## src/rtl/wm8731_pkg.sv

```systemverilog
// wm8731_pkg: sequencer state type, WM8731 register map and the
// power-up register table written after reset.
package wm8731_pkg;

  typedef enum logic [2:0] {
    S_POR_WAIT,
    S_LOAD,
    S_LAUNCH,
    S_WAIT_BUSY,
    S_WAIT_DONE,
    S_GAP,
    S_DONE,
    S_ERROR
  } state_e;

  localparam logic [6:0] R0_LLINE_IN     = 7'h00;
  localparam logic [6:0] R1_RLINE_IN     = 7'h01;
  localparam logic [6:0] R2_LHP_OUT      = 7'h02;
  localparam logic [6:0] R3_RHP_OUT      = 7'h03;
  localparam logic [6:0] R4_ANALOG_PATH  = 7'h04;
  localparam logic [6:0] R5_DIGITAL_PATH = 7'h05;
  localparam logic [6:0] R6_POWER_DOWN   = 7'h06;
  localparam logic [6:0] R7_DIGITAL_IF   = 7'h07;
  localparam logic [6:0] R8_SAMPLING     = 7'h08;
  localparam logic [6:0] R9_ACTIVE       = 7'h09;
  localparam logic [6:0] R15_RESET       = 7'h0F;

  localparam int SEQ_LEN_C = 8;

  function automatic logic [15:0] pack_word(
    input logic [6:0] addr,
    input logic [8:0] data
  );
    return {addr, data};
  endfunction

  // HP volume write uses the both-channel update bit (data[8])
  localparam logic [15:0] INIT_TABLE [SEQ_LEN_C] = '{
    pack_word(R15_RESET,       9'h000),
    pack_word(R6_POWER_DOWN,   9'h000),
    pack_word(R4_ANALOG_PATH,  9'h012),
    pack_word(R5_DIGITAL_PATH, 9'h000),
    pack_word(R7_DIGITAL_IF,   9'h002),
    pack_word(R8_SAMPLING,     9'h000),
    pack_word(R2_LHP_OUT,      9'h17B),
    pack_word(R9_ACTIVE,       9'h001)
  };

endpackage

```

## src/rtl/wm8731_init_rom.sv

```systemverilog
// wm8731_init_rom: combinational lookup of one init table word.
module wm8731_init_rom
  import wm8731_pkg::*;
(
  input  logic [2:0]  idx_i,
  output logic [15:0] word_o
);

  assign word_o = INIT_TABLE[idx_i];

endmodule

```

## src/rtl/wm8731_config_sequencer.sv

```systemverilog
// wm8731_config_sequencer: writes the WM8731 init table through the I2C
// driver port with retries, then serves runtime single-register writes.
module wm8731_config_sequencer
  import wm8731_pkg::*;
#(
  parameter int SEQ_LEN     = SEQ_LEN_C,
  parameter int POR_DELAY   = 50000,
  parameter int GAP_CYCLES  = 5000,
  parameter int ACK_TIMEOUT = 1024,
  parameter int MAX_RETRIES = 3
) (
  input  logic        CLOCK50M,
  input  logic        RESET_N,
  input  logic        restart,
  input  logic        drv_busy,
  input  logic        drv_done,
  input  logic        drv_nack,
  output logic        InitialiseTransfer,
  output logic [15:0] message,
  input  logic        rt_req,
  input  logic [15:0] rt_word,
  output logic        rt_ack,
  output logic        rt_fail,
  output logic        config_done,
  output logic        config_error,
  output logic [2:0]  seq_index
);

  localparam int CMAX_PG = (POR_DELAY > GAP_CYCLES) ? POR_DELAY : GAP_CYCLES;
  localparam int CMAX    = (CMAX_PG > ACK_TIMEOUT) ? CMAX_PG : ACK_TIMEOUT;
  localparam int CW      = $clog2(CMAX + 1);
  localparam int RW      = $clog2(MAX_RETRIES + 1);

  localparam logic [CW-1:0] POR_END   = CW'(POR_DELAY - 1);
  localparam logic [CW-1:0] GAP_END   = CW'(GAP_CYCLES - 1);
  localparam logic [CW-1:0] TMO_END   = CW'(ACK_TIMEOUT - 1);
  localparam logic [RW-1:0] RETRY_MAX = RW'(MAX_RETRIES);
  localparam logic [2:0]    LAST_IDX  = 3'(SEQ_LEN - 1);

  state_e        state_q;
  state_e        gap_nxt_q;
  logic [CW-1:0] cnt_q;
  logic [RW-1:0] retry_q;
  logic [2:0]    idx_q;
  logic          src_rt_q;
  logic [15:0]   rt_word_q;
  logic [15:0]   msg_q;
  logic          launch_q;
  logic          rt_ack_q;
  logic          rt_fail_q;
  logic          done_q;
  logic          err_q;
  logic [15:0]   rom_word;
  logic          xfer_ok;
  logic          xfer_fail;

  wm8731_init_rom u_rom (
    .idx_i  (idx_q),
    .word_o (rom_word)
  );

  // a done seen in WAIT_BUSY comes from a driver fast enough to skip busy
  always_comb begin
    xfer_ok   = 1'b0;
    xfer_fail = 1'b0;
    if (state_q == S_WAIT_BUSY || state_q == S_WAIT_DONE) begin
      if (drv_done) begin
        xfer_ok   = !drv_nack;
        xfer_fail = drv_nack;
      end else if (state_q == S_WAIT_BUSY && !drv_busy && cnt_q == TMO_END) begin
        xfer_fail = 1'b1;
      end
    end
  end

  always_ff @(posedge CLOCK50M or negedge RESET_N) begin
    if (!RESET_N) begin
      state_q   <= S_POR_WAIT;
      gap_nxt_q <= S_LOAD;
      cnt_q     <= '0;
      retry_q   <= '0;
      idx_q     <= '0;
      src_rt_q  <= 1'b0;
      rt_word_q <= '0;
      msg_q     <= '0;
      launch_q  <= 1'b0;
      rt_ack_q  <= 1'b0;
      rt_fail_q <= 1'b0;
      done_q    <= 1'b0;
      err_q     <= 1'b0;
    end else begin
      launch_q  <= 1'b0;
      rt_ack_q  <= 1'b0;
      rt_fail_q <= 1'b0;
      if (xfer_fail) begin
        cnt_q <= '0;
        if (retry_q < RETRY_MAX) begin
          retry_q   <= retry_q + 1'b1;
          gap_nxt_q <= S_LAUNCH;
          state_q   <= S_GAP;
        end else begin
          retry_q <= '0;
          if (src_rt_q) begin
            rt_ack_q  <= 1'b1;
            rt_fail_q <= 1'b1;
            state_q   <= S_DONE;
          end else begin
            err_q   <= 1'b1;
            state_q <= S_ERROR;
          end
        end
      end else if (xfer_ok) begin
        cnt_q   <= '0;
        retry_q <= '0;
        state_q <= S_GAP;
        if (src_rt_q) begin
          rt_ack_q  <= 1'b1;
          gap_nxt_q <= S_DONE;
        end else if (idx_q == LAST_IDX) begin
          gap_nxt_q <= S_DONE;
        end else begin
          idx_q     <= idx_q + 3'd1;
          gap_nxt_q <= S_LOAD;
        end
      end else begin
        unique case (state_q)
          S_POR_WAIT: begin
            if (cnt_q == POR_END) begin
              cnt_q   <= '0;
              idx_q   <= '0;
              state_q <= S_LOAD;
            end else begin
              cnt_q <= cnt_q + 1'b1;
            end
          end
          S_LOAD: begin
            msg_q   <= src_rt_q ? rt_word_q : rom_word;
            state_q <= S_LAUNCH;
          end
          S_LAUNCH: begin
            launch_q <= 1'b1;
            cnt_q    <= '0;
            state_q  <= S_WAIT_BUSY;
          end
          S_WAIT_BUSY: begin
            if (drv_busy) state_q <= S_WAIT_DONE;
            else          cnt_q   <= cnt_q + 1'b1;
          end
          S_WAIT_DONE: begin
          end
          S_GAP: begin
            if (cnt_q == GAP_END) begin
              cnt_q   <= '0;
              state_q <= gap_nxt_q;
              if (gap_nxt_q == S_DONE && !src_rt_q) done_q <= 1'b1;
            end else begin
              cnt_q <= cnt_q + 1'b1;
            end
          end
          S_DONE, S_ERROR: begin
            if (restart) begin
              done_q   <= 1'b0;
              err_q    <= 1'b0;
              idx_q    <= '0;
              retry_q  <= '0;
              src_rt_q <= 1'b0;
              state_q  <= S_LOAD;
            end else if (state_q == S_DONE && rt_req) begin
              rt_word_q <= rt_word;
              src_rt_q  <= 1'b1;
              state_q   <= S_LOAD;
            end
          end
          default: state_q <= S_POR_WAIT;
        endcase
      end
    end
  end

  assign InitialiseTransfer = launch_q;
  assign message            = msg_q;
  assign rt_ack             = rt_ack_q;
  assign rt_fail            = rt_fail_q;
  assign config_done        = done_q;
  assign config_error       = err_q;
  assign seq_index          = idx_q;

endmodule

```

## config.mk

```make
export PLATFORM = sky130hd
export DESIGN_NAME = wm8731_config_sequencer
export DESIGN_NICKNAME = d
export VERILOG_FILES = /design/src/rtl/wm8731_pkg.sv /design/src/rtl/wm8731_init_rom.sv /design/src/rtl/wm8731_config_sequencer.sv
export SDC_FILE = /design/constraint.sdc
export NUM_CORES = 1
export LEC_CHECK = 0
export ABC_CLOCK_PERIOD_IN_PS = 3050
export CORE_ASPECT_RATIO = 0.75
export CORE_UTILIZATION = 55
export DETAILED_ROUTE_END_ITERATION = 10
export PLACE_DENSITY = 0.8
export SETUP_SLACK_MARGIN = 0.4
export SYNTH_ARGS = -nofsm -noshare
export SYNTH_HDL_FRONTEND = slang
export SYNTH_SLANG_ARGS = --single-unit
```

## constraint.sdc

```tcl
create_clock -name CLOCK50M -period 3.05 [get_ports CLOCK50M]
set_input_delay 0.915 -clock CLOCK50M [delete_from_list [all_inputs] [get_ports CLOCK50M]]
set_output_delay 0.915 -clock CLOCK50M [all_outputs]
set_load 0.03 [all_outputs]
```

==> results of run 1 <==
==> metal layers <==
metal	share of wire, %	GRT usage [%]	up-vias
met2	44	38.4	97
met5	0	0	-
li1	-	-	1308
met4	1.2	6.15	0
met3	7.4	8.50	12
met1	47	41.5	1369
==> per-stage QoR <==
step                      cell area (um2)  utilization (%)
after floorplan                      3420                -
after global placement               3970             67.1
after detailed placement             3970             67.1
after CTS                            4200             71.0
after global routing                 4210             71.2
final                                4210             71.2
==> power groups by stage <==
stage / registers (uW) / logic, uW / clock network, uW
4_1_cts: 1460 / 1860 / 847
3_5_place_dp: 1470 / 1850 / 0
3_3_place_gp: 1450 / 1790 / 0
5_1_grt: 1510 / 2030 / 883
2_1_floorplan: 1620 / 1110 / 0
6_report: 1470 / 1870 / 843
==> cell families (layout without fill, tap and decap cells) <==
group / Yosys count / after routing / synth area share [%]
AND/OR/NAND/NOR: 116 / 116 / 20.2
AO/OA/AOI/OAI: 89 / 89 / 17.0
flip-flops: 65 / 65 / 47.5
buffers and inverters: 26 / 87 / 4.75
multiplexers: 23 / 23 / 7.49
adder cells (fa/ha/maj): 6 / 6 / 2.19
XOR/XNOR: 3 / 3 / 0.767
==> final timing paths <==
check                                       start                        to  slack [ns]  depth (start not counted)
setup / recovery                         drv_busy    state_q[1]$_DFFE_PN0P_        0.44                          6
setup reg to reg             cnt_q[0]$_DFFE_PN0P_    state_q[1]$_DFFE_PN0P_        0.57                          6
max in group asynchronous                 RESET_N  gap_nxt_q[0]$_DFFE_PN1P_        1.78                          2
hold reg to reg            message[7]$_DFFE_PN0P_    message[7]$_DFFE_PN0P_        0.48                          2
min in group asynchronous                 RESET_N      src_rt_q$_DFFE_PN0P_        0.52                          1
hold / removal             message[7]$_DFFE_PN0P_    message[7]$_DFFE_PN0P_        0.48                          2
==> placed cells by master (no fill, tap or decap), types with 3 or more instances in the layout <==
master and count:
a21oi_1 31, a31oi_1 3, and3_1 3, buf_4 12, clkbuf_8 11, clkdlybuf4s50_1 45, dfrtp_1 64, ha_1 6
inv_1 12, mux2_2 17, mux2i_1 5, nand2_1 30, nand2b_1 3, nand3_1 13, nand3b_1 4, nor2_1 22
nor3_1 3, nor3_2 3, nor4_4 3, o21a_1 3, o21ai_0 23, o31ai_1 4, or3_1 10, xor2_1 3
==> state kept, by name, summed over array words and instances, names as in the netlist, 2 cells and up <==
register and flops:
rt_word_q 16, state_q 3, retry_q 2, gap_nxt_q 3, message 16, cnt_q 16, seq_index 3
==> cell usage after synthesis, types with 2 or more instances <==
cell type and number:
a211oi_1 2, a21o_1 2, a21oi_1 32, a22o_2 2, a22oi_1 2, a31oi_1 3
and3_1 3, and4_1 2, buf_2 2, buf_6 3, clkbuf_1 5, clkbuf_8 4
dfrtp_1 64, ha_1 6, inv_1 12, mux2_2 17, mux2i_1 5, nand2_1 30
nand2b_1 3, nand3_1 13, nand3b_1 4, nand4_1 2, nor2_1 22, nor3_1 3
nor3_2 3, nor4_4 3, o21a_1 3, o21ai_0 23, o22ai_1 2, o31ai_1 4
or3_1 10, or4_1 2, xor2_1 3
==> timing repair <==
item | CTS | global route
gates resized for setup | 0 | 2
setup buffers | 0 | 0
hold endpoints to repair | 0 | 0
setup endpoints to repair | 0 | 4
==> worst min-delay path: stages (launching register included) <==
cell	delay (ns)
dfrtp_1	0.35
nand2_1	0.05
nand2_1	0.05
==> cell type report <==
type                       count  area (um2)  share of cell area (%)
tap                           78        97.6                    2.32
clock buffer                  11         151                    3.59
inverter                      12        45.0                    1.07
sequential                    65        1630                    38.7
multi-input combinational    237        1650                    39.1
timing repair buffer          59         566                    13.4
clock inverter                 5        77.6                    1.84
==> out/metrics.cfg, run 1 <==
[logic_synthesis]
synth_edf_count = 0
synth_top_area_cell = dfrtp_1
synth_seq_cells = 65
yosysUniqueCellTypes = 65
syn_nets = 357
synthFlopType = dfrtp_1
syn_inst = 328
yosysWarnings = 0
synth-seq-area-share_pct = 47.5
syn_area_um2 = 3420
synthTopCellsByArea = dfrtp_1 47%, mux2_2 5.6%, a21oi_1 4.7%
netlist.area_leader.share_pct = 46.8
synth.avg_cell_area_um2 = 10.4
async_reset_ff_share_pct = 100

[routing]
dr.pass1.iters = 5
routed_wirelength_um = 8080
ant_nets = 0
drt-initial-drc-count = 260
drcViolationCount = 0
vias = 2786
wire_per_inst_um = 17.3
avgViaCountPerCell = 5.97

[sta]
hold_viol_final = 0
slew_headroom_pct = 54.6
holdWs_ns = 0.477
max_freq_ghz = 0.382
skew_ns = 0.00771
layout_setup_ws_ns = 0.435
drv_slew = 0
worst_pin_slew_ns = 0.681
fin_setup_tns_ns = 0
rsz0062_at_grt = yes
fin_crit_sh_pct = 85.7
period_needed_ns = 2.61
setup_viol = 0

[power_and_ir_drop]
pwr_density_cell_nw_per_um2 = 992
power_uw = 4180
max-vdd-ir-drop_mv = 0.569
p_switching_uw = 1710
p_int_uw = 2470
switching_share_pct = 40.8
seqPwrFrac_pct = 35.1
clkPwrFrac_pct = 20.2
power.leakage_uw = 0.00181
combPwrFrac_pct = 44.8

[worst_setup_path]
worstPathMaxFanout = 5
critical-path-top-delay-family = simple AND/OR/NAND/NOR gates
end_kind = flop
cp_slowest_cell = clkdlybuf4s50_1
max_stage_delay_ns = 0.47
required_ns = 3.29
crit_arrival_ns = 2.85
crit_chain = clkdlybuf4s50_1 > or3_1 > nor4_4 > a21oi_1 > o21ai_2 > mux2_2
critPathKind = in -> reg
crit_buf_inv = 1
cp-start-kind = input port

[layout]
drive_gt1_share_pct = 18.5
n_antenna_cell = 0
fin_nets = 413
area_growth_pct = 23.0
fillers = 427
fin_cells = 467

[clocking]
tritoncts = done
cts_buffer_depth = 2
clock-sinks = 65
cts_made_buffers = 9
insertion_delay_ns = 0.35
hold_buffers = 0
path_clk_slew_ns = 0.07
ctsRootBufferMaster = clkbuf_8
htree_levels = 3

[place]
routabilityCongestion = 0.898
dp.final_hpwl_um = 5690
port_buffers = 46
pre_cts_ws_ns = 0.114
dp.cells = 451

[run]
max_cap_violations = 0

[floorplanning]
core_um2 = 5920
io_pins = 47
rows = 24
dieArea_um2 = 6550
start_util_pct = 57.9
dieWidth_um = 93.1
fp.dieH_um = 70.3

[run_status]
status = finished, final reports clean

[worst_hold_path]
hp-class = reg -> reg

[grt]
antenna_found_initial = 0
gr-total-overflow = 0
grt_max_degree = 29
track_usage_pct = 27.4
grt_pass1_vias = 2737
grt_first_pass_wirelength_um = 13500

Power figures use the tool's default switching activity.
==> inputs of run 2 (changes only) <==
ABC_AREA = 1   (was unset)
CORE_MARGIN = 5   (was unset)
==> run 2 against run 1 <==
  * Critical path depth fell by 5
  * Design area decreased by 1.5%
  * Hold slack better by 0.0032 ns
  * Cell count increased by 17%
  * Combinational power down 94%
  * Critical path type is now reg -> out
  * Critical endpoint is now seq_index[2]
  * Largest cell class is now sequential cells
  * Highest routed layer unchanged
==> out/metrics.cfg, run 2 <==
[logic_synthesis]
syn_area_um2 = 3390
yosysUniqueCellTypes = 39
synthFlopType = dfrtp_1
synth_seq_cells = 65
yosysMostFrequentCell = nand2_1
async_reset_ff_share_pct = 100
synth.avg_cell_area_um2 = 8.21
yosysWarnings = 0
synth_commonest_cells = 96 x nand2_1, 64 x dfrtp_1, 44 x nand3_1
syn_inst = 413
synth_edf_count = 0
netlist.area_leader.share_pct = 47.2
syn_nets = 442
synth-seq-area-share_pct = 48.0
synth_top_area_cell = dfrtp_1
synthTopCellsByArea = dfrtp_1 47%, nand2_1 11%, nand3_1 6.5%

[worst_hold_path]
hold_start = message[15]$_DFFE_PN0P_
holdPathEnd = message[15]$_DFFE_PN0P_
hp-class = reg -> reg
whs_path_depth = 2

[routing]
wire_per_inst_um = 15.5
routed_wirelength_um = 8510
drcViolationCount = 0
avgViaCountPerCell = 5.67
vias = 3105
ant_nets = 0
drt-initial-drc-count = 364
dr.pass1.iters = 5

[layout]
drive_gt1_share_pct = 12.1
fin_cells = 548
final_common_cell = nand2_1
fillers = 452
final_cell_mix = 96 x nand2_1, 64 x dfrtp_1, 45 x clkdlybuf4s50_1
area_growth_pct = 22.3
fin_nets = 494
n_antenna_cell = 0

[power_and_ir_drop]
max-vdd-ir-drop_mv = 0.247
clkPwrFrac_pct = 44.0
switching_share_pct = 23.9
pwr_density_cell_nw_per_um2 = 428
power.leakage_uw = 0.00210
p_switching_uw = 424
p_int_uw = 1350
combPwrFrac_pct = 5.9
seqPwrFrac_pct = 50.1

[sta]
fin_setup_tns_ns = 0
setup_viol = 0
skew_ns = 0.0101
period_needed_ns = 2.44
hold_viol_final = 0
slew_headroom_pct = 62.8
fin_crit_sh_pct = 80.0
rsz0062_at_grt = no
worst_pin_slew_ns = 0.559
max_freq_ghz = 0.410
drv_slew = 0

[floorplanning]
fp.dieH_um = 78.0
dieWidth_um = 101
rows = 24
dieArea_um2 = 7850
core_um2 = 5920
start_util_pct = 57.3
io_pins = 47

[place]
port_buffers = 46
dp.cells = 532
dp.final_hpwl_um = 6170
routabilityCongestion = 0.937

[clocking]
tritoncts = done
clock-sinks = 65
cts_made_buffers = 9
insertion_delay_ns = 0.35
htree_levels = 3
path_clk_slew_ns = 0.08
hold_buffers = 0
cts-resized-gates = 0
cts_buffer_depth = 2
ctsRootBufferMaster = clkbuf_8
cts_setup_buffers = 0

[worst_setup_path]
end_kind = output port
worstPathMaxFanout = 7
max_stage_delay_ns = 0.72
cp-start-kind = flop
critical-path-top-delay-family = buffers and inverters
crit_path_start = seq_index[2]$_DFFE_PN0P_
crit_chain = clkdlybuf4s50_1
crit_buf_inv = 1
r2r_setup_slack_ns = 0.80
critPathKind = reg -> out
reg2reg_to = cnt_q[15]$_DFFE_PN0P_
required_ns = 2.13
rr_worst_depth = 9
r2r-start = state_q[1]$_DFFE_PN0P_
cp_slowest_cell = clkdlybuf4s50_1
crit_arrival_ns = 1.52

[grt]
track_usage_pct = 22.9
grt_first_pass_wirelength_um = 14300
grt_pass1_vias = 2946
grt_max_degree = 31
antenna_found_initial = 0
gr-total-overflow = 0

[run_status]
status = finished, final reports clean

[run]
max_cap_violations = 0

-- run 2: cell types whose count changed after synthesis, moves of 6 or more --
cell,change
nor2_1,+21
inv_1,+23
nand2_1,+66
inv_2,+9
a21oi_1,-11
or3_1,-10
nand3_1,+31
nand2_2,+6
-- run 2: worst max path at each step --
stage                                end  slack, ns  depth (start not counted)
2_1_floorplan  rt_word_q[13]$_DFFE_PN0P_       1.13                          5
3_3_place_gp   rt_word_q[10]$_DFFE_PN0P_       0.53                          5
3_5_place_dp   rt_word_q[11]$_DFFE_PN0P_       0.45                          5
4_1_cts                     seq_index[2]       0.60                          1
5_1_grt                     seq_index[2]       0.55                          1
6_report                    seq_index[2]       0.61                          1
-- run 2: cell type report --
class	instances	area (um2)	share of cell area [%]
inverter	45	169	4.07
clock inverter	5	62.6	1.51
timing repair buffer	50	498	12.0
multi-input combinational	294	1540	37.2
sequential	65	1630	39.2
clock buffer	11	151	3.65
tap	78	97.6	2.35
-- run 2: cells by family after synthesis --
group                    share of synthesized area (%)
AO/OA/AOI/OAI                                     10.2
flip-flops                                        48.0
buffers and inverters                             6.53
AND/OR/NAND/NOR                                   27.2
multiplexers                                      5.61
adder cells (fa/ha/maj)                           2.21
XOR/XNOR                                         0.258
-- run 2: routing by layer --
metal,vias to the layer above,wire (um),GRT usage (%)
met2,134,3950,35.9
met4,0,147,5.65
met1,1477,3780,32.3
met5,-,0,0
li1,1476,-,-
met3,18,642,5.67
-- run 2: power by group through the flow --
stage	registers (uW)	clock network (uW)	logic (uW)
after detailed placement	905	0	104
after floorplan	908	0	32.0
after CTS	889	788	106
after global placement	904	0	101
after global routing	891	827	116
final	889	781	104
-- run 2: per-stage QoR --
step                cell area, um2  setup WS, ns  power (uW)  hold WS (ns)  util [%]
finish                        4150         0.611        1770         0.480      70.1
global route                  4150         0.551        1830         0.511      70.1
CTS                           4150         0.603        1780         0.485      70.1
detailed placement            3940         0.449        1010         0.465      66.5
global placement              3940         0.531        1010         0.460      66.5
floorplan                     3390          1.13         940         0.446         -
==> edit 1 (flow settings as in run 1) <==
Set the parameter `ACK_TIMEOUT` to 512 (it was 1024).
--- a/src/rtl/wm8731_config_sequencer.sv
+++ b/src/rtl/wm8731_config_sequencer.sv
@@ -6,7 +6,7 @@
   parameter int SEQ_LEN     = SEQ_LEN_C,
   parameter int POR_DELAY   = 50000,
   parameter int GAP_CYCLES  = 5000,
-  parameter int ACK_TIMEOUT = 1024,
+  parameter int ACK_TIMEOUT = 512,
   parameter int MAX_RETRIES = 3
 ) (
   input  logic        CLOCK50M,
Check against the original RTL: same outputs for any inputs over 10 cycles, from zero or initial values and one cycle with RESET_N low; that may be too few to reach the edited logic, so the function may still have changed.
==> edit 1 against run 1 <==
- die area increased by 1.7%
- sequential cell count unchanged
- global-route usage increased by 0.37 points
- wire length increased by 3.6%
- first-iteration DRC count decreased by 23%
- setup slack improved by 29 ps
- critical endpoint is now cnt_q[3]
- synthesized area increased by 1.8%
- critical path type is now reg -> reg
- via count increased by 4.6%
- design area increased by 1.0%
- total power decreased by 8.2%
==> edit 1: results <==
metrics = {
    "power_and_ir_drop": {
        "ir_drop_uv": 447.6,
        "p_leak_uw": 0.001783,
    },
    "sta": {
        "fmax_ghz": 0.3868,
        "finalClockSkew_ps": 6.883,
    },
    "global_routing": {
        "grt_max_degree": 34,
        "grt.total_usage_pct": 27.77,
        "grt_pass1_wl_um": 13950,
    },
    "drt": {
        "wl_met1_um": 3785,
        "viasPerCell": 6.084,
        "wl_met3_um": 692,
        "drt-initial-drc-count": 200,
    },
    "placement": {
        "dpl.hpwl_um": 5861,
        "gp_congestion": 0.8897,
        "place_ws_ps": 21.33,
    },
    "setup_path": {
        "r2r_slack_ps": 460,
        "reg2regPathDepth": 5,
        "path_max_fanout": 8,
        "cp.arrival_ps": 2810,
        "reg2reg_from": "state_q[0]",
        "crit_slowest_cell": "or4b_2",
        "regToRegEndpoint": "cnt_q[3]",
    },
    "final_layout": {
        "nets": 425,
    },
    "synth": {
        "yosysSeqAreaShare_pct": 46.71,
        "synthesis.nets": 374,
        "synth_cell_types": 70,
        "synthTopCellsByArea": "dfrtp_1 46%, mux2_2 5.2%, nand2_1 4.4%",
    },
    "outcome": {
        "status": "complete, no violations",
    },
}
==> edit 1: changes by cell type in the layout (fill, tap and decap cells not counted), moves of 4 or more <==
| cell | delta |
|---|---|
| a21oi_1 | -5 |
| nand2_1 | +11 |
| nor2_1 | -8 |
| nor2b_1 | +4 |
| o21ai_0 | -7 |
| o31ai_1 | +5 |
| or3_1 | -7 |
| or4_1 | +6 |
==> edit 1: cells by family after synthesis <==
group	synth area share (%)
and+or+nand+nor	22.23
AOI/OAI and AO/OA	16.84
DFF	46.71
buffers and inverters	4.380
muxes	7.181
adders and majority gates	2.154
xor gates and xnor gates	0.5028
==> edit 1: through the flow <==
step                utilization [%]  hold WS [ps]  power (uW)  area [sq um]
floorplan                         -         463.1        2573          3485
detailed placement            68.16         455.0        3151          4053
finish                        71.55         465.0        3838          4254
global placement              68.16         449.1        3086          4053
global route                  71.55         471.9        4072          4254
CTS                           71.30         470.7        3803          4239
==> edit 1: where the power goes <==
part           total (uW)  switching, uW  internal (uW)
clock network         627            338            288
registers            1440            291           1150
logic                1770            978            791
==> edit 1: how the worst max path moves through the flow <==
stage / start / endpoint / slack, ps / cells after the start
after floorplan: drv_nack / cnt_q[6] / 660 / 7
after global placement: drv_busy / cnt_q[13] / 90 / 7
after detailed placement: drv_busy / cnt_q[12] / 20 / 7
after CTS: drv_busy / state_q[2] / 400 / 6
after global routing: state_q[0] / cnt_q[3] / 430 / 5
final: state_q[0] / cnt_q[3] / 460 / 5
==> edit 1: worst register-to-register path, cell delays in order (launching register included) <==
cell and delay (ps):
dfrtp_1 580, or4b_2 620, nor4_1 580, a22oi_1 240
a41oi_1 320, o22ai_1 130
==> edit 1: repair_timing <==
action | in CTS | in global routing
pin swaps | 0 | 3
cloned | 0 | 0
gates resized for setup | 2 | 5
endpoints found under the setup margin | 10 | 14
==> edit 1: area by class of cell <==
class / instances / share of cell area, %
Clock buffer: 10 / 3.000
Clock inverter: 6 / 0.8235
Inverter: 10 / 0.8824
Multi-Input combinational cell: 250 / 40.74
Sequential cell: 65 / 38.26
Tap cell: 78 / 2.294
Timing Repair Buffer: 60 / 14.00
==> edit 1: metal layers <==
metal  vias to the layer above  global-route usage [%]
met2                       119                   39.90
li1                       1368                       -
met5                         -                       0
met3                        14                   9.355
met4                         0                   8.889
met1                      1413                   39.68
==> edit 2 (settings of run 1) <==
Without the edit above. Make the reset (`RESET_N`) synchronous in one clocked block.
--- a/src/rtl/wm8731_config_sequencer.sv
+++ b/src/rtl/wm8731_config_sequencer.sv
@@ -73,7 +73,7 @@
     end
   end
 
-  always_ff @(posedge CLOCK50M or negedge RESET_N) begin
+  always_ff @(posedge CLOCK50M) begin
     if (!RESET_N) begin
       state_q   <= S_POR_WAIT;
       gap_nxt_q <= S_LOAD;
Check against the original RTL: same outputs for any inputs over 10 cycles, from zero or initial values and one cycle with RESET_N low; that may be too few to reach the edited logic, so the function may still have changed.
==> edit 2 against run 1 <==
- worst hold slack got worse by 23 ps
- setup slack improved by 80 ps
- sequential share of layout area fell by 5.2 points
- wire length fell by 10%
- sequential cell count did not move
- synthesized cell count rose by 16%
- design area fell by 7.7%
- synthesized area fell by 7.9%
Power is not compared: it rests on default switching activity, and its combinational part moved more than twofold at a synthesized area within 25%.
==> edit 2: results <==
metrics = {
    "outcome": {
        "status": "complete, no violations",
    },
    "placement": {
        "dpl.hpwl_um": 5095,
        "port_buffers": 46,
        "dpl.cell_count": 485,
        "place_ws_ps": 252.0,
        "gp_congestion": 0.8744,
        "placedInstanceArea_sq_um": 3671,
    },
    "setup_path": {
        "crit_slowest_cell": "clkdlybuf4s50_1",
        "path_max_fanout": 10,
        "r2r_slack_ps": 820,
        "cp.arrival_ps": 1620,
        "crit_family": "buffers and inverters",
        "max_stage_delay_ps": 750,
    },
    "drt": {
        "wl_met3_um": 344,
        "wl_met2_um": 3254,
        "drt-initial-drc-count": 146,
        "wirelength_um": 7245,
        "viasPerCell": 5.692,
        "dr.pass1.iters": 5,
        "top_layer": "met4",
        "wl_met1_um": 3618,
    },
    "final_layout": {
        "nets": 450,
        "final_layout_size_suffix_gt1_share_pct": 7.529,
        "antenna_cells": 0,
        "final_cells": 500,
        "regArea_sq_um": 1301,
        "fill_cells": 448,
    },
    "synth": {
        "synth_warnings": 0,
        "synth_adder_area_share_pct": 2.379,
        "synth_compound_gate_area_share_pct": 22.56,
        "synth_xor_area_share_pct": 1.388,
        "synth_ff_type": "dfxtp_1",
        "yosysSeqAreaShare_pct": 41.24,
        "postSynth.asyncResetShare_pct": 0,
        "synth_cell_types": 53,
        "synthTopCellsByArea": "dfxtp_1 41%, nand2_1 8.9%, a21boi_0 6.2%",
        "synthesis.nets": 408,
        "synth.top_cells.by_count": "75 x nand2_1, 65 x dfxtp_1, 26 x a21boi_0, 22 x o21ai_0",
        "syn_inst": 379,
        "synthMuxAreaShare_pct": 2.220,
    },
    "sta": {
        "period_share_pct": 83.11,
        "worstMarginPinSlew_ps": 759.1,
        "setup-tns-final_ps": 0,
        "finalClockSkew_ps": 10.30,
        "timing.hold.ws_ps": 454.5,
    },
    "clock_network": {
        "clock_latency_ps": 340,
        "clkTransAtPathRegs_ps": 70,
        "cts_made_buffers": 9,
        "cts_root_buffer": "clkbuf_8",
    },
    "min_path": {
        "hp-class": "reg -> reg",
    },
    "global_routing": {
        "grt_pass1_wl_um": 11860,
        "grt.total_usage_pct": 25.99,
        "grt_max_degree": 41,
        "antenna_found_initial": 0,
        "use_met2_pct": 39.22,
        "grt_pass1_vias": 2540,
        "use_met1_pct": 35.98,
        "use_met3_pct": 5.990,
    },
    "power_and_ir_drop": {
        "ir_drop_uv": 356.0,
        "p_leak_uw": 0.001365,
    },
}
==> edit 2: worst register-to-register path, stage by stage (launching register included) <==
cell and delay, ps:
dfxtp_1 670, inv_1 110, o211ai_2 270, nand4_1 380, or4_1 580, a21oi_1 140
==> edit 2: final timing paths <==
kind / from / endpoint / cells past startpoint
worst max-delay path: seq_index[2] / seq_index[2] / 1
worst min-delay path: rt_word_q[6] / rt_word_q[6] / 2
worst max register to register: state_q[1] / cnt_q[15] / 5
worst min register to register: rt_word_q[6] / rt_word_q[6] / 2
==> edit 2: power by group <==
part / switching, uW / internal [uW] / leakage [uW]
logic: 28.0 / 39.0 / 0.000736
clock network: 334 / 476 / 0.000104
registers: 2.96 / 852 / 0.000524
total: 365 / 1370 / 0.00136
==> edit 2: final cells by class <==
type | instances | share of cell area (%)
timing repair buffer | 54 | 13.38
multi-input combinational | 282 | 44.27
clock inverter | 5 | 2.059
sequential | 65 | 33.46
inverter | 9 | 0.8687
tap | 75 | 2.413
clock buffer | 10 | 3.539
